File: config.mk
export PLATFORM = sky130hd
export DESIGN_NAME = baby_store_loader
export DESIGN_NICKNAME = d
export VERILOG_FILES = /design/src/rtl/baby_store_pkg.sv /design/src/rtl/baby_store_ram.sv /design/src/rtl/baby_store_loader.sv
export SDC_FILE = /design/constraint.sdc
export NUM_CORES = 1
export LEC_CHECK = 0
export BUFFER_PORTS_ARGS = -buffer_cell sky130_fd_sc_hd__buf_2
export CAP_MARGIN = 20
export CORE_ASPECT_RATIO = 1.5
export CORE_UTILIZATION = 45
export DETAILED_ROUTE_END_ITERATION = 10
export SYNTH_ARGS = -nofsm -noshare
export SYNTH_HDL_FRONTEND = slang
export SYNTH_SLANG_ARGS = --single-unit
File: constraint.sdc
create_clock -name clock -period 3.9 [get_ports clock]
set_input_delay 0.195 -clock clock [delete_from_list [all_inputs] [get_ports clock]]
set_output_delay 0.195 -clock clock [all_outputs]
set_load 0.01 [all_outputs]
File: src/rtl/baby_store_pkg.sv
// Shared types and default geometry for the Manchester Baby main store and its loader.
package baby_store_pkg;

  localparam int unsigned DEF_DATA_W     = 32;
  localparam int unsigned DEF_ADDR_W     = 5;
  localparam int unsigned DEF_WORDS      = 32;
  localparam int unsigned BYTES_PER_WORD = DEF_DATA_W / 8;
  localparam int unsigned BYTE_IDX_W     = $clog2(BYTES_PER_WORD);

  typedef enum logic [1:0] {
    IDLE = 2'd0,
    LOAD = 2'd1,
    RUN  = 2'd2
  } state_t;

endpackage

File: src/rtl/baby_store_ram.sv
// WORDS x DATA_W store: reset-clear, one synchronous write port muxed by owner, async read.
module baby_store_ram
  import baby_store_pkg::*;
#(
  parameter int unsigned WORDS  = DEF_WORDS,
  parameter int unsigned ADDR_W = DEF_ADDR_W,
  parameter int unsigned DATA_W = DEF_DATA_W
) (
  input  logic              clock,
  input  logic              reset_i,
  input  state_t            i_state,
  input  logic              i_ld_we,
  input  logic [ADDR_W-1:0] i_ld_addr,
  input  logic [DATA_W-1:0] i_ld_data,
  input  logic              i_core_we,
  input  logic [ADDR_W-1:0] i_core_addr,
  input  logic [DATA_W-1:0] i_core_data,
  input  logic [ADDR_W-1:0] i_rd_addr,
  output logic [DATA_W-1:0] o_rd_data
);

  logic [DATA_W-1:0] r_mem [WORDS];
  logic              w_we;
  logic [ADDR_W-1:0] w_addr;
  logic [DATA_W-1:0] w_data;

  // The loader owns the store in LOAD, the core only in RUN; IDLE writes nothing.
  always_comb begin
    w_we   = 1'b0;
    w_addr = i_ld_addr;
    w_data = i_ld_data;
    case (i_state)
      LOAD: w_we = i_ld_we;
      RUN: begin
        w_we   = i_core_we;
        w_addr = i_core_addr;
        w_data = i_core_data;
      end
      default: w_we = 1'b0;
    endcase
  end

  always_ff @(posedge clock) begin
    if (reset_i) begin
      for (int unsigned i = 0; i < WORDS; i++) begin
        r_mem[i] <= '0;
      end
    end else if (w_we) begin
      r_mem[w_addr] <= w_data;
    end
  end

  assign o_rd_data = r_mem[i_rd_addr];

endmodule

File: src/rtl/baby_store_loader.sv
// Main store for the Baby core plus a byte-serial loader that holds the core in reset while filling.
module baby_store_loader
  import baby_store_pkg::*;
#(
  parameter int unsigned WORDS  = DEF_WORDS,
  parameter int unsigned ADDR_W = DEF_ADDR_W,
  parameter int unsigned DATA_W = DEF_DATA_W
) (
  input  logic              clock,
  input  logic              reset_i,
  input  logic              load_start_i,
  input  logic [7:0]        load_byte_i,
  input  logic              load_valid_i,
  output logic              load_ready_o,
  output logic              load_done_o,
  output logic              core_reset_o,
  input  logic [ADDR_W-1:0] core_addr_i,
  input  logic [DATA_W-1:0] core_data_i,
  input  logic              core_rw_en_i,
  output logic [DATA_W-1:0] core_data_o
);

  localparam int unsigned LANES = DATA_W / 8;
  localparam int unsigned IDX_W = $clog2(LANES);

  state_t            r_state;
  state_t            w_state_nxt;
  logic [IDX_W-1:0]  r_byte_idx;
  logic [IDX_W-1:0]  w_byte_idx_nxt;
  logic [ADDR_W-1:0] r_word_addr;
  logic [ADDR_W-1:0] w_word_addr_nxt;
  logic [DATA_W-1:0] r_asm;
  logic [DATA_W-1:0] w_asm_nxt;
  logic [DATA_W-1:0] w_ld_wdata;
  logic              w_ld_we;
  logic              w_accept;

  assign load_ready_o = (r_state == LOAD);
  assign load_done_o  = (r_state == RUN);
  assign core_reset_o = (r_state != RUN);
  assign w_accept     = load_valid_i & load_ready_o;

  // Assembly register with the incoming byte dropped into its lane.
  always_comb begin
    w_ld_wdata = r_asm;
    for (int unsigned l = 0; l < LANES; l++) begin
      if (r_byte_idx == IDX_W'(l)) begin
        w_ld_wdata[8*l +: 8] = load_byte_i;
      end
    end
  end

  // Next-state and loader counters; load_start_i beats a same-cycle byte.
  always_comb begin
    w_state_nxt     = r_state;
    w_byte_idx_nxt  = r_byte_idx;
    w_word_addr_nxt = r_word_addr;
    w_asm_nxt       = r_asm;
    w_ld_we         = 1'b0;
    case (r_state)
      IDLE, RUN: begin
        if (load_start_i) begin
          w_state_nxt     = LOAD;
          w_byte_idx_nxt  = '0;
          w_word_addr_nxt = '0;
          w_asm_nxt       = '0;
        end
      end
      LOAD: begin
        if (load_start_i) begin
          w_byte_idx_nxt  = '0;
          w_word_addr_nxt = '0;
          w_asm_nxt       = '0;
        end else if (w_accept) begin
          w_asm_nxt = w_ld_wdata;
          if (r_byte_idx == IDX_W'(LANES - 1)) begin
            w_ld_we         = 1'b1;
            w_byte_idx_nxt  = '0;
            w_word_addr_nxt = r_word_addr + ADDR_W'(1);
            if (r_word_addr == ADDR_W'(WORDS - 1)) begin
              w_state_nxt = RUN;
            end
          end else begin
            w_byte_idx_nxt = r_byte_idx + IDX_W'(1);
          end
        end
      end
      default: w_state_nxt = IDLE;
    endcase
  end

  always_ff @(posedge clock) begin
    if (reset_i) begin
      r_state     <= IDLE;
      r_byte_idx  <= '0;
      r_word_addr <= '0;
      r_asm       <= '0;
    end else begin
      r_state     <= w_state_nxt;
      r_byte_idx  <= w_byte_idx_nxt;
      r_word_addr <= w_word_addr_nxt;
      r_asm       <= w_asm_nxt;
    end
  end

  baby_store_ram #(
    .WORDS  (WORDS),
    .ADDR_W (ADDR_W),
    .DATA_W (DATA_W)
  ) u_ram (
    .clock       (clock),
    .reset_i     (reset_i),
    .i_state     (r_state),
    .i_ld_we     (w_ld_we),
    .i_ld_addr   (r_word_addr),
    .i_ld_data   (w_ld_wdata),
    .i_core_we   (core_rw_en_i),
    .i_core_addr (core_addr_i),
    .i_core_data (core_data_i),
    .i_rd_addr   (core_addr_i),
    .o_rd_data   (core_data_o)
  );

endmodule

==> out/qor.yml <==
worst_setup_path:
  startpoint_type: "input port"
  reg2reg_depth: 8
  critPathArrivalTime_ps: 2970
  required_ps: 3700
  r2r_end: "u_ram.r_mem[2][29]$_SDFFCE_PN0P_"
  cp_max_fo: 66
  reg2reg_slack_ps: 940
  r2r-start: "r_state[1]$_SDFFE_PP0P_"
  crit_path_end_kind: "output pin"
  path_class: "in -> out"
synthesis:
  synth_compound_area_share_pct: 5.51
  ys_ff_latch: 1065
  synthXorXnorAreaFrac_pct: 0.0371
  ys.flop_type: "edfxtp_1"
  syn-instance-count: 3787
  synthSimpleGateAreaFrac_pct: 12.2
  synthArstFlopShare_pct: 0
  yosys-mux-area-fraction_pct: 11.6
  ys_seq_area_share_pct: 66.8
  synth_area_um2: 47200
  syn_area_per_cell_um2: 12.5
  netlist-cell-type-count: 53
  synthAdderAreaFrac_pct: 0.291
  synth_fp_nets: 3848
  yosysWarnings: 0
  synth_edf_count: 1024
  synth_top_family_by_area: "simple AND/OR/NAND/NOR gates"
power_and_ir_drop:
  p_leak_nw: 19.2
  power_density_nw_per_um2: 466
  peakVddDrop_uv: 350
outcome:
  status: "completed"
final_layout:
  final_cells: 5254
  fin_util_pct: 51.1
  final_cell_mix: "nor2_1, edfxtp_1, mux2i_1"
  area_growth_pct: 12.5
  final_common_cell: "nor2_1"
  nNetsFinal: 3845
  diodes: 0
  drive_gt1_share_pct: 12.1
sta:
  finalCriticalPeriod_ps: 3170
  setup_viol: 0
  whs_ps: 33.4
  finalSetupTns_ps: 0
  tightest_slew_ps: 893
  hold_viol_final: 0
  finalCritPeriodShare_pct: 81.3
  fin_skew_ps: 21.9
  relSlewSlack_pct: 40.2
  fmaxAchievable_ghz: 0.316
  slew_violations: 0
  rsz0062_at_grt: "no"
floorplan:
  start_util_pct: 45.4
  rows: 145
  fp.dieH_um: 399
  die-area_um2: 106000
  dieWidth_um: 267
  core_region_area_um2: 104000
  num_io_pins: 85
drt:
  wl_mm: 140
  drt_pass1_iterations: 5
  ant_nets: 0
  dr_total_vias: 30200
  viasPerCell: 5.75
  wl_per_cell_um: 26.6
  drc: 0
  initialDrtViolationCount: 2501
global_route:
  grt_overflow: 0
  grt_pass1_vias: 30800
  grt_pass1_wl_mm: 204
  grt_max_degree: 80
  antenna_found_initial: 0
  track_usage_pct: 26.5
place:
  place_congestion: 0.903
  port_buffers: 84
  placed_cells: 5070
  dp_hpwl_mm: 84.8
clock_network:
  cts_root_buf: "clkbuf_16"
  htreeDepth: 3
  clock-sinks: 1065
  cts_buffer_depth: 3
  cts_tree: "yes"
  cts_buffers: 97
  clkTransAtPathRegs_ps: 60
  clock_latency_ps: 690
  post_cts_buffers: 0
hold_path:
  min_to: "u_ram.r_mem[4][1]$_SDFFCE_PN0P_"
  worstHoldStart: "core_data_i[1]"
  min_path_type: "in -> reg"
  hold_depth: 3
run:
  drv_cap: 0
==> through the flow <==
step                total power [mW]  setup WS (ps)  cell area, um^2
finish                          24.8            731            53200
global route                    25.5            760            53200
global placement                15.5            803            50000
detailed placement              15.6            777            50000
CTS                             24.9            777            53200
floorplan                       14.5           1040            47200
==> repair_timing <==
action	in CTS	in global routing
endpoints found under the setup margin	0	0
hold endpoints to repair	41	0
gates resized for setup	0	0
hold buffers	11	0
==> routing by layer <==
| layer | vias up | global-route usage [%] | part of all wire (%) |
|---|---|---|---|
| li1 | 13500 | - | - |
| met1 | 15300 | 31.3 | 37 |
| met2 | 1084 | 46.7 | 52 |
| met3 | 295 | 2.94 | 5.3 |
| met4 | 0 | 15.0 | 5.7 |
| met5 | - | 0 | 0 |
==> cell usage after synthesis, types with 2 or more instances <==
cell,n,area [um^2]
o21ai_2,3,26.3
or4_1,2,15.0
a22o_1,3,26.3
or3_1,2,12.5
xnor2_1,2,17.5
o21ai_0,3,15.0
nor2b_1,6,37.5
o221a_2,2,22.5
nand2b_1,36,225
nor2_1,1100,4130
nand3b_1,2,15.0
nand2_1,103,387
a22oi_1,219,1640
a21oi_1,103,515
buf_2,213,1070
buf_6,4,45.0
mux2i_1,546,5470
nor3_1,5,25.0
edfxtp_1,1024,30700
clkbuf_1,116,435
buf_1,15,56.3
and2b_1,4,30.0
a31oi_1,31,194
and3_1,34,213
nand3_1,110,551
and2_1,8,50.1
a211oi_1,3,22.5
ha_1,11,138
dfxtp_1,41,821
inv_1,8,30.0
buf_4,6,45.0
==> worst max path at each step <==
stage,startpoint,end,slack (ps),cells past startpoint
detailed placement,core_addr_i[0],core_data_o[2],780,7
global placement,core_addr_i[0],core_data_o[28],800,7
floorplan,r_state[1]$_SDFFE_PP0P_,u_ram.r_mem[15][0]$_SDFFCE_PN0P_,1040,7
finish,core_addr_i[0],core_data_o[25],730,7
global route,core_addr_i[0],core_data_o[23],760,8
CTS,core_addr_i[0],core_data_o[2],780,7
==> cell type report <==
cell class	instances	area, um^2
sequential	1065	31600
tap	1396	1750
clock inverter	58	547
multi-input combinational	2359	14500
timing repair buffer	253	2240
inverter	8	30.0
clock buffer	115	2540
fill	9005	51000
==> cell families (layout without fill, tap and decap cells) <==
family,Yosys count,in the layout
mux,547,547
xor+xnor,2,2
simple gates,1420,1420
compound gates,379,379
buf+inv,363,434
fa+ha+maj,11,11
flops,1065,1065
==> power breakdown <==
group / switching, mW / total (mW) / leakage, nW / internal, mW
logic: 1.66 / 2.35 / 6.82 / 0.689
registers: 0.108 / 13.0 / 10.9 / 12.9
clock network: 4.19 / 9.48 / 1.51 / 5.29
total: 5.96 / 24.8 / 19.2 / 18.8
==> registers in the layout (all words and copies together) (netlist names) <==
| signal | flops |
|---|---|
| r_state | 2 |
| r_word_addr | 5 |
| u_ram.r_mem | 1024 |
| r_byte_idx | 2 |
| r_asm | 32 |
==> critical path, stage by stage <==
cell,delay (ps)
buf_2,290
nor2b_4,740
buf_12,400
a21oi_1,120
a31oi_1,710
nand3_1,200
buf_2,210
No activity file was read; power rests on OpenSTA's default activity.
